[src/rtl/mem_port_arbiter.sv]
// mem_port_arbiter: shares one single-port memory between fetch and load/store with bounded fetch starvation
module mem_port_arbiter #(
  parameter int p_ADDR_W     = 10,
  parameter int p_DATA_W     = 16,
  parameter int p_MAX_STARVE = 3
) (
  input  logic                clk,
  input  logic                rst,
  input  logic                if_req,
  input  logic [15:0]         if_addr,
  output logic                if_gnt,
  output logic                if_rvalid,
  output logic [p_DATA_W-1:0] if_rdata,
  input  logic                d_req,
  input  logic                d_we,
  input  logic [15:0]         d_addr,
  input  logic [p_DATA_W-1:0] d_wdata,
  output logic                d_gnt,
  output logic                d_rvalid,
  output logic [p_DATA_W-1:0] d_rdata,
  output logic                mem_en,
  output logic                mem_we,
  output logic [p_ADDR_W-1:0] mem_addr,
  output logic [p_DATA_W-1:0] mem_wdata,
  input  logic [p_DATA_W-1:0] mem_rdata
);
  localparam int SW = $clog2(p_MAX_STARVE + 1);
  logic [SW-1:0] starve_q, starve_d;
  logic          rd_if_q, rd_if_d, rd_d_q, rd_d_d;
  logic          fetch_pri;
  // grant selection, memory drive and response routing
  always_comb begin
    fetch_pri = starve_q == SW'(p_MAX_STARVE);
    if_gnt    = ~rst & if_req & (~d_req | fetch_pri);
    d_gnt     = ~rst & d_req & ~(if_req & fetch_pri);
    mem_en    = if_gnt | d_gnt;
    mem_we    = d_gnt & d_we;
    mem_addr  = if_gnt ? if_addr[p_ADDR_W-1:0] : d_gnt ? d_addr[p_ADDR_W-1:0] : '0;
    mem_wdata = d_gnt ? d_wdata : '0;
    starve_d  = (if_req & ~if_gnt) ? (fetch_pri ? starve_q : starve_q + 1'b1) : '0;
    rd_if_d   = if_gnt;
    rd_d_d    = d_gnt & ~d_we;
    if_rvalid = rd_if_q & ~rst;
    d_rvalid  = rd_d_q & ~rst;
    if_rdata  = if_rvalid ? mem_rdata : '0;
    d_rdata   = d_rvalid ? mem_rdata : '0;
  end
  // starvation counter and read-return flags
  always_ff @(posedge clk) begin
    if (rst) begin
      starve_q <= '0;
      rd_if_q  <= 1'b0;
      rd_d_q   <= 1'b0;
    end else begin
      starve_q <= starve_d;
      rd_if_q  <= rd_if_d;
      rd_d_q   <= rd_d_d;
    end
  end
endmodule

[config.mk]
export PLATFORM = sky130hd
export DESIGN_NAME = mem_port_arbiter
export DESIGN_NICKNAME = d
export VERILOG_FILES = /design/src/rtl/mem_port_arbiter.sv
export SDC_FILE = /design/constraint.sdc
export NUM_CORES = 1
export LEC_CHECK = 0
export CELL_PAD_IN_SITES_DETAIL_PLACEMENT = 0
export CELL_PAD_IN_SITES_GLOBAL_PLACEMENT = 1
export CORE_AREA = 2 2 52 54
export CTS_CLUSTER_SIZE = 40
export DETAILED_ROUTE_END_ITERATION = 10
export DIE_AREA = 0 0 54 56
export DONT_BUFFER_PORTS = 1
export PLACE_DENSITY = 0.65
export SYNTH_ARGS = -nofsm -noshare
export SYNTH_HDL_FRONTEND = slang
export SYNTH_SLANG_ARGS = --single-unit
[constraint.sdc]
create_clock -name clk -period 1.8 [get_ports clk]
set_clock_uncertainty 0.15 [all_clocks]
set_input_delay 0.36 -clock clk [delete_from_list [all_inputs] [get_ports clk]]
set_output_delay 0.36 -clock clk [all_outputs]
set_load 0.05 [all_outputs]
==> Word level (Yosys, flattened, before mapping) <==
Index checks and enable logic that the tools add are counted.
{ "word_totals": {"regBits": 4, "out_inout_bits": 64} }
{ "op_classes": {"eq_ne": 1, "n_addsub": 1, "bitwise": 18, "mux": 5, "n_reduce_logical": 1} }
{ "ops": {"columns": ["cell", "count"], "rows": [
  ["two-way mux 16 bit", 3],
  ["two-way mux 10 bit", 2],
  ["bitwise AND 1 bit", 10],
  ["NOT 1 bit", 6],
  ["adder 2 x 1 -> 2 bit (second input constant)", 1],
  ["== test 2 bit (second input constant)", 1],
  ["OR 1 bit", 2],
  ["OR reduction 2 bit", 1]
]} }

==> Logic depth before layout (Yosys ltp) <==
Gate-level depths: netlist of the first run.
{ "logic_depth": {"ltp_word": 7, "ltp_mapped": 5, "depth_no_buf": 4} }

==> Least setup slack after synthesis of the first run <==
OpenSTA, ideal clock, no wires.
{ "synth_timing": {"path_kind": "reg2out", "from": "reg starve_q[0]", "to": "out mem_addr[1]", "arrival_ps": 1650, "slack_ps": -360, "n_path_buf": 1, "stages_incl_launch_ff": 6, "cell_sequence": "dfxtp_1 > ha_1 > nand2b_1 > buf_2 > a32oi_1 > nor2_1"} }
{ "synth_via": {"elab_chain_cells": 6} }
{ "synth_lines": {"columns": ["item", "line_no", "source"], "rows": [
  ["from (decl)", "28", "logic [SW-1:0] starve_q, starve_d;"],
  ["from (signal assigned)", "55", "starve_q <= starve_d;"],
  ["== test 2 bit *", "33", "fetch_pri = starve_q == SW'(p_MAX_STARVE);"],
  ["bitwise AND 1 bit", "35", "d_gnt = ~rst & d_req & ~(if_req & fetch_pri);"],
  ["NOT 1 bit", "35", null],
  ["bitwise AND 1 bit", "35", null],
  ["two-way mux 10 bit", "38", "mem_addr = if_gnt ? if_addr[p_ADDR_W-1:0] : d_gnt ? d_addr[p_ADDR_W-1:0] : '0;"],
  ["two-way mux 10 bit *", "38", null],
  ["to (decl)", "23", "output logic [p_ADDR_W-1:0] mem_addr,"]
]} }
Mark *: on every way between the ends. The rest lies on a longest branch, timed or not.

==> Worst setup path after layout of the first run <==
{ "layout_timing": {"from": "reg starve_q[0]", "to": "out mem_addr[5]"} }
The elaborated chain is that of the path after synthesis.

==> results of run 1 <==
## path summary, 6_finish.rpt
kind / from / to / depth (start not counted)
max: starve_q[0]$_SDFFE_PP0P_ / mem_addr[5] / 7
min: d_we / rd_d_q$_SDFF_PP0_ / 1
max reg2reg: starve_q[0]$_SDFFE_PP0P_ / rd_d_q$_SDFF_PP0_ / 5
min reg2reg: starve_q[0]$_SDFFE_PP0P_ / starve_q[0]$_SDFFE_PP0P_ / 1
## area by class of cell
| class | instances | area (um^2) | share of cell area (%) |
|---|---|---|---|
| clock buffers | 3 | 22.52 | 1.241 |
| multi-input cells | 84 | 858.3 | 47.28 |
| well taps | 30 | 37.54 | 2.068 |
| flip-flops and latches | 4 | 83.83 | 4.618 |
| repair buffers | 46 | 813.3 | 44.80 |
## metal layers
metal / up-vias / part of all wire, % / track usage [%]
met5: - / 0 / 0
met4: 0 / 0 / 5.357
met3: 0 / 12 / 6.183
met2: 69 / 56 / 36.59
met1: 401 / 31 / 19.52
li1: 405 / - / -
## flip-flops by register name, summed over array words and instances, names as in the netlist
| name | count |
|---|---|
| rd_d_q | 1 |
| starve_q | 2 |
| rd_if_q | 1 |
## stage by stage
stage,hold WS [ns],power [mW],setup WS (ns)
floorplan,0.2816,0.3498,0.006316
global placement,0.2881,0.4659,-0.1403
detailed placement,0.2903,0.4723,-0.1572
CTS,0.02949,0.6340,-0.2367
global route,0.04341,0.6607,-0.2855
finish,0.04652,0.6368,-0.2257
## cells by family after synthesis
group	share of synthesized area, %
and+or+nand+nor	62.45
AOI/OAI and AO/OA	17.74
buffers and inverters	5.848
DFF	12.08
adders and majority gates	1.886
## cells in the mapped netlist
master	count	share of area [%]
buf_1	1	0.57
a32oi_1	10	13
buf_6	1	1.7
and2_1	49	46
dfxtp_1	4	12
nand2b_1	1	0.94
nor2b_1	4	3.8
and4b_1	1	1.5
clkbuf_1	1	0.57
ha_1	1	1.9
a21boi_2	1	1.7
nor4bb_1	1	1.5
a21boi_4	1	2.8
nand2_1	1	0.57
buf_2	4	3.0
nor2_1	14	7.9
## report_power, final
part           leakage, nW  switching (mW)  internal, mW  total, mW
clock               0.0138          0.0359        0.0745      0.110
combinational        0.671           0.244         0.188      0.432
sequential          0.0340         0.00170        0.0925     0.0942
total                0.719           0.281         0.355      0.637
## what timing repair did
action	4_1_cts	5_1_grt
buffers inserted	3	1
gates cloned	1	1
endpoints found under the setup margin	45	45
pin swaps	24	15
resized for setup	58	4
==> impl_results.md, run 1 <==
- Chip Width: approximately 54 um
- Most used cell, CP: buf_6
- Nature of the critical path endpoint: output pin
- Final GP Congestion: ~0.68
- Filler cells: 146
- 1st-iter DRT viols: 15
- Initial Util: 27.26%
- Dpl hpwl: approximately 2300 um
- Post-DP Area: 1536 um^2
- Worst path max stage delay: 0.33 ns
- GRT overflow: 0
- ANT cells: 0
- Final setup margin: -0.2257 ns
- Crit Path Class: flip-flop to output pin
- Yosys reg bits: 4
- Worst path cell trace: ha_4, buf_6, a21boi_4, buf_6, a32oi_2, nor2_4, buf_12
- Netlist Area Pre-Place: 663.1 um^2
- Hold-fix buffers at CTS: 0
- Fin. Hold Viols: 0
- Area Overhead vs Synth: 173.8%
- Most common cell after layout, fill and taps aside: buf_12
- Post-synthesis cell count: 95
- CP delay by family, top: buffers and inverters
- Crit-path max FO: 5
- Fin area: 1815 um^2
- First-pass GRT wire length: between 4000 and 5000 um
- Critical path launch point type: flip-flop
- Core Region: about 2400 um^2
- DR vias: roughly 880
- Library cells used by synthesis: 16
- R2R Setup Slk: roughly 0.48 ns
- Post-DRT Antenna Nets: 0
- Tcrit/Tclk final: 112.5%
- Largest net degree at the start of global routing: 18
- Worst slew pin tran: 0.3962 ns
- Drt pass-1 iters: 4
- P_leak: approximately 0.72 nW
- VDD IR max: 288.3 uV
- H-tree levels: 1
- IO Count: 133
- Detailed-route wire length: between 3000 and 4000 um
- RSZ-0062 raised after global routing: yes
- Initial antenna violation count: 0
- Chip height: 56 um
- Die ar.: 3024 um^2
- WP buf/inv: 3
- Reg clk slew, reported paths: approximately 0.040 ns
- Vias in the first global route: between 800 and 900
- Sequential element share of the synthesized area: between 10% and 20%
- Final Critical Period: 2.026 ns
- Slowest CP cell: dfxtp_2
- Deepest clock path buffer count: 2
- Share of layout cells above drive strength 1: 89.05%
- Post-Syn Nets: 165
- Max-Cap Viols: 0
- Vias per inst: 5.240
- CTS sink count: 4
- # DRC: 0
- Status: finished with violations
- Row count: 18
- Wire length per cell: 19.14 um
- Synthesis Warnings: 0
- Syn_area_per_cell: roughly 7 um^2
- Failing checks: setup timing
- Most frequent cells in the layout: 35 x buf_12, 33 x and2_4, 11 x nor2_4, 9 x and2_2, 8 x a32oi_2
- PwrDens: roughly 350 nW/um^2
- Slew headroom: 73.53%
- Worst path required time: 1.29 ns
- Root buf cell: clkbuf_4
- Slew Limit Fails: 0
- Post-layout util: 74.64%
- Non-Filler Instances: 167
- CTS tree: yes
- Setup violators final: 45
- Inserted Clock Buffers: 3
- Setup Total Neg Slack: -6.246 ns
- Total track usage: 19.48%
- Nets@finish: 209
- Hold WC Path Type: input pin to flip-flop
- Placed Cells: ~160
- Worst path arrival time: 1.52 ns
- Port Buffers: 0
- Clk Latency, worst-skew pair: 0.23 ns
- Fmax: 493.7 MHz
Note: power is estimated with default switching activity, not from simulation.
==> run 2, diff against run 1 <==
GPL_TIMING_DRIVEN = 0   (was not set)
==> run 2 against run 1 <==
Against the previous run:
- the flow still finishes with violations (setup timing)
- die area is the same
- core utilization is 30 points lower
- final cell count down 21%
- highest routed layer is now met4
==> impl_results.md, run 2 (same netlist as run 1, synthesis figures left out) <==
- Share of layout cells above drive strength 1: 82.35% (-6.7 points)
- Nets@finish: 174 (-17%)
- Crit-path max FO: 5 (unchanged)
- Post-DRT Antenna Nets: 0 (unchanged)
- Largest net degree at the start of global routing: 11 (-7)
- DR vias: 723 (-17%)
- Setup violators final: 27 (-40%)
- Worst path max stage delay: 0.34 ns (about the same)
- R2R Setup Slk: 0.58 ns (+0.10 ns)
- CTS tree: yes
- First-pass GRT wire length: 2980 um (-32%)
- Clk Latency, worst-skew pair: 0.23 ns (about the same)
- Max-Cap Viols: 0 (unchanged)
- VDD IR max: 282.8 uV (-1.9%)
- Most common cell after layout, fill and taps aside: and2_4
- P_leak: 0.4307 nW (-40%)
- Failing checks: setup timing
- Root buf cell: clkbuf_4
- Post-layout util: 44.50% (-30 points)
- Final Critical Period: 2.013 ns (-0.01249 ns)
- Fin. Hold Viols: 0 (unchanged)
- Deepest clock path buffer count: 2 (unchanged)
- GRT overflow: 0 (unchanged)
- Drt pass-1 iters: 3 (-1)
- Slowest CP cell: dfxtp_2
- Worst path cell trace: ha_4, nand2b_4, clkbuf_16, a32oi_1, nor2_4
- Inserted Clock Buffers: 3 (unchanged)
- Reg clk slew, reported paths: 0.04 ns (about the same)
- 1st-iter DRT viols: 18 (+3)
- Slew headroom: 63.20% (-10 points)
- CTS sink count: 4 (unchanged)
- Worst slew pin tran: 0.5520 ns (+0.1558 ns)
- Die ar.: 3024 um^2 (unchanged)
- Initial antenna violation count: 0 (unchanged)
- Nature of the critical path endpoint: output pin
- Wire length per cell: 16.81 um (-12%)
- Chip height: 56 um (unchanged)
- Vias in the first global route: 655 (-25%)
- Chip Width: 54 um (unchanged)
- Final GP Congestion: 0.7120 (+4.8%)
- Status: finished with violations
- Hold Worst Slack: 0.04643 ns (-0.00008810 ns)
- Detailed-route wire length: 2219 um (-31%)
- Worst path required time: 1.29 ns (about the same)
- Hold-fix buffers at CTS: 0 (unchanged)
- Filler cells: 226 (+55%)
- Most frequent cells in the layout: 35 x and2_4, 14 x and2_2, 12 x nor2_4, 9 x a32oi_1
- RSZ-0062 raised after global routing: yes
- Row count: 18 (unchanged)
- PwrDens: 480.4 nW/um^2 (+37%)
- Fin area: 1082 um^2 (-40%)
- WP buf/inv: 1 (-2)
- Tcrit/Tclk final: 111.8% (-0.69 points)
- Core Region: 2432 um^2 (unchanged)
- Area Overhead vs Synth: 63.21%
- Largest Register: starve_q
- Port Buffers: 0 (unchanged)
- Post-DP Area: 839.6 um^2 (-45%)
- Slew Limit Fails: 0 (unchanged)
- H-tree levels: 1 (unchanged)
- Dpl hpwl: 1750 um (-24%)
- Final setup margin: -0.2132 ns (+0.01249 ns)
- Worst path arrival time: 1.50 ns (-0.02 ns)
- IO Count: 133 (unchanged)
- Crit Path Class: flip-flop to output pin
- Max reg flops: 2 (unchanged)
- Critical path launch point type: flip-flop
- # DRC: 0 (unchanged)
- CP delay by family, top: simple AND/OR/NAND/NOR gates
- Vias per inst: 5.477 (+4.5%)
- Fmax: 496.7 MHz (+0.62%)
- Biggest regs: starve_q: 2 flops, rd_d_q: 1 flops, rd_if_q: 1 flops
- Initial Util: 27.26% (unchanged)
- Hold WC Path Type: input pin to flip-flop
- ANT cells: 0 (unchanged)
- Total track usage: 13.21% (-6.3 points)
==> run 2: report_power, final <==
| part | switching, mW | leakage [nW] | total, mW | internal, mW |
|---|---|---|---|---|
| Combinational | 0.227 | 0.384 | 0.316 | 0.0890 |
| Clock | 0.0355 | 0.0138 | 0.110 | 0.0745 |
| Sequential | 0.00154 | 0.0331 | 0.0939 | 0.0924 |
==> run 2: metal layers <==
| layer | global-route usage [%] | share of wire (%) | up-vias |
|---|---|---|---|
| met5 | 0 | 0 | - |
| met4 | 7.500 | 2.3 | 0 |
| met3 | 2.151 | 12 | 4 |
| met2 | 22.65 | 51 | 68 |
| met1 | 14.72 | 34 | 317 |
| li1 | - | - | 334 |
==> run 2: cell type report <==
type                    count  area [um^2]  share of cell area (%)
well taps                  30        37.54                   3.468
repair buffers              4        58.81                   5.434
plain buffers               7        90.09                   8.324
multi-input cells          84        792.0                   73.18
clock buffers               3        22.52                   2.081
flip-flops and latches      4        81.33                   7.514
==> run 2: timing repair <==
item,in CTS,in global routing
buffers inserted,1,2
setup endpoints to repair,60,52
resized for setup,61,20
gates cloned,0,1
pin swaps,8,19
==> run 2: path summary, 6_finish.rpt <==
| path | start | to | cells after the start |
|---|---|---|---|
| max | starve_q[0]$_SDFFE_PP0P_ | mem_addr[1] | 5 |
| min | rst | rd_if_q$_SDFF_PP0_ | 1 |
| max reg2reg | starve_q[0]$_SDFFE_PP0P_ | rd_if_q$_SDFF_PP0_ | 5 |
| min reg2reg | starve_q[0]$_SDFFE_PP0P_ | starve_q[0]$_SDFFE_PP0P_ | 1 |
==> run 2: stage by stage <==
step | setup TNS, ns | cells | total power, mW | setup WS [ns]
final | -3.984 | 132 | 0.5199 | -0.2132
after floorplan | 0 | 95 | 0.3498 | 0.006316
after CTS | -4.306 | 129 | 0.5131 | -0.2055
after global placement | -1.979 | 125 | 0.3629 | -0.06975
after detailed placement | -3.775 | 125 | 0.3647 | -0.1204
after global routing | -5.668 | 132 | 0.5478 | -0.2767
==> run 3, diff against run 2 <==
GPL_TIMING_DRIVEN = not set   (was 0)
==> results of run 3 <==
The final DEF is identical to that of run 1; final timing and power are the same.
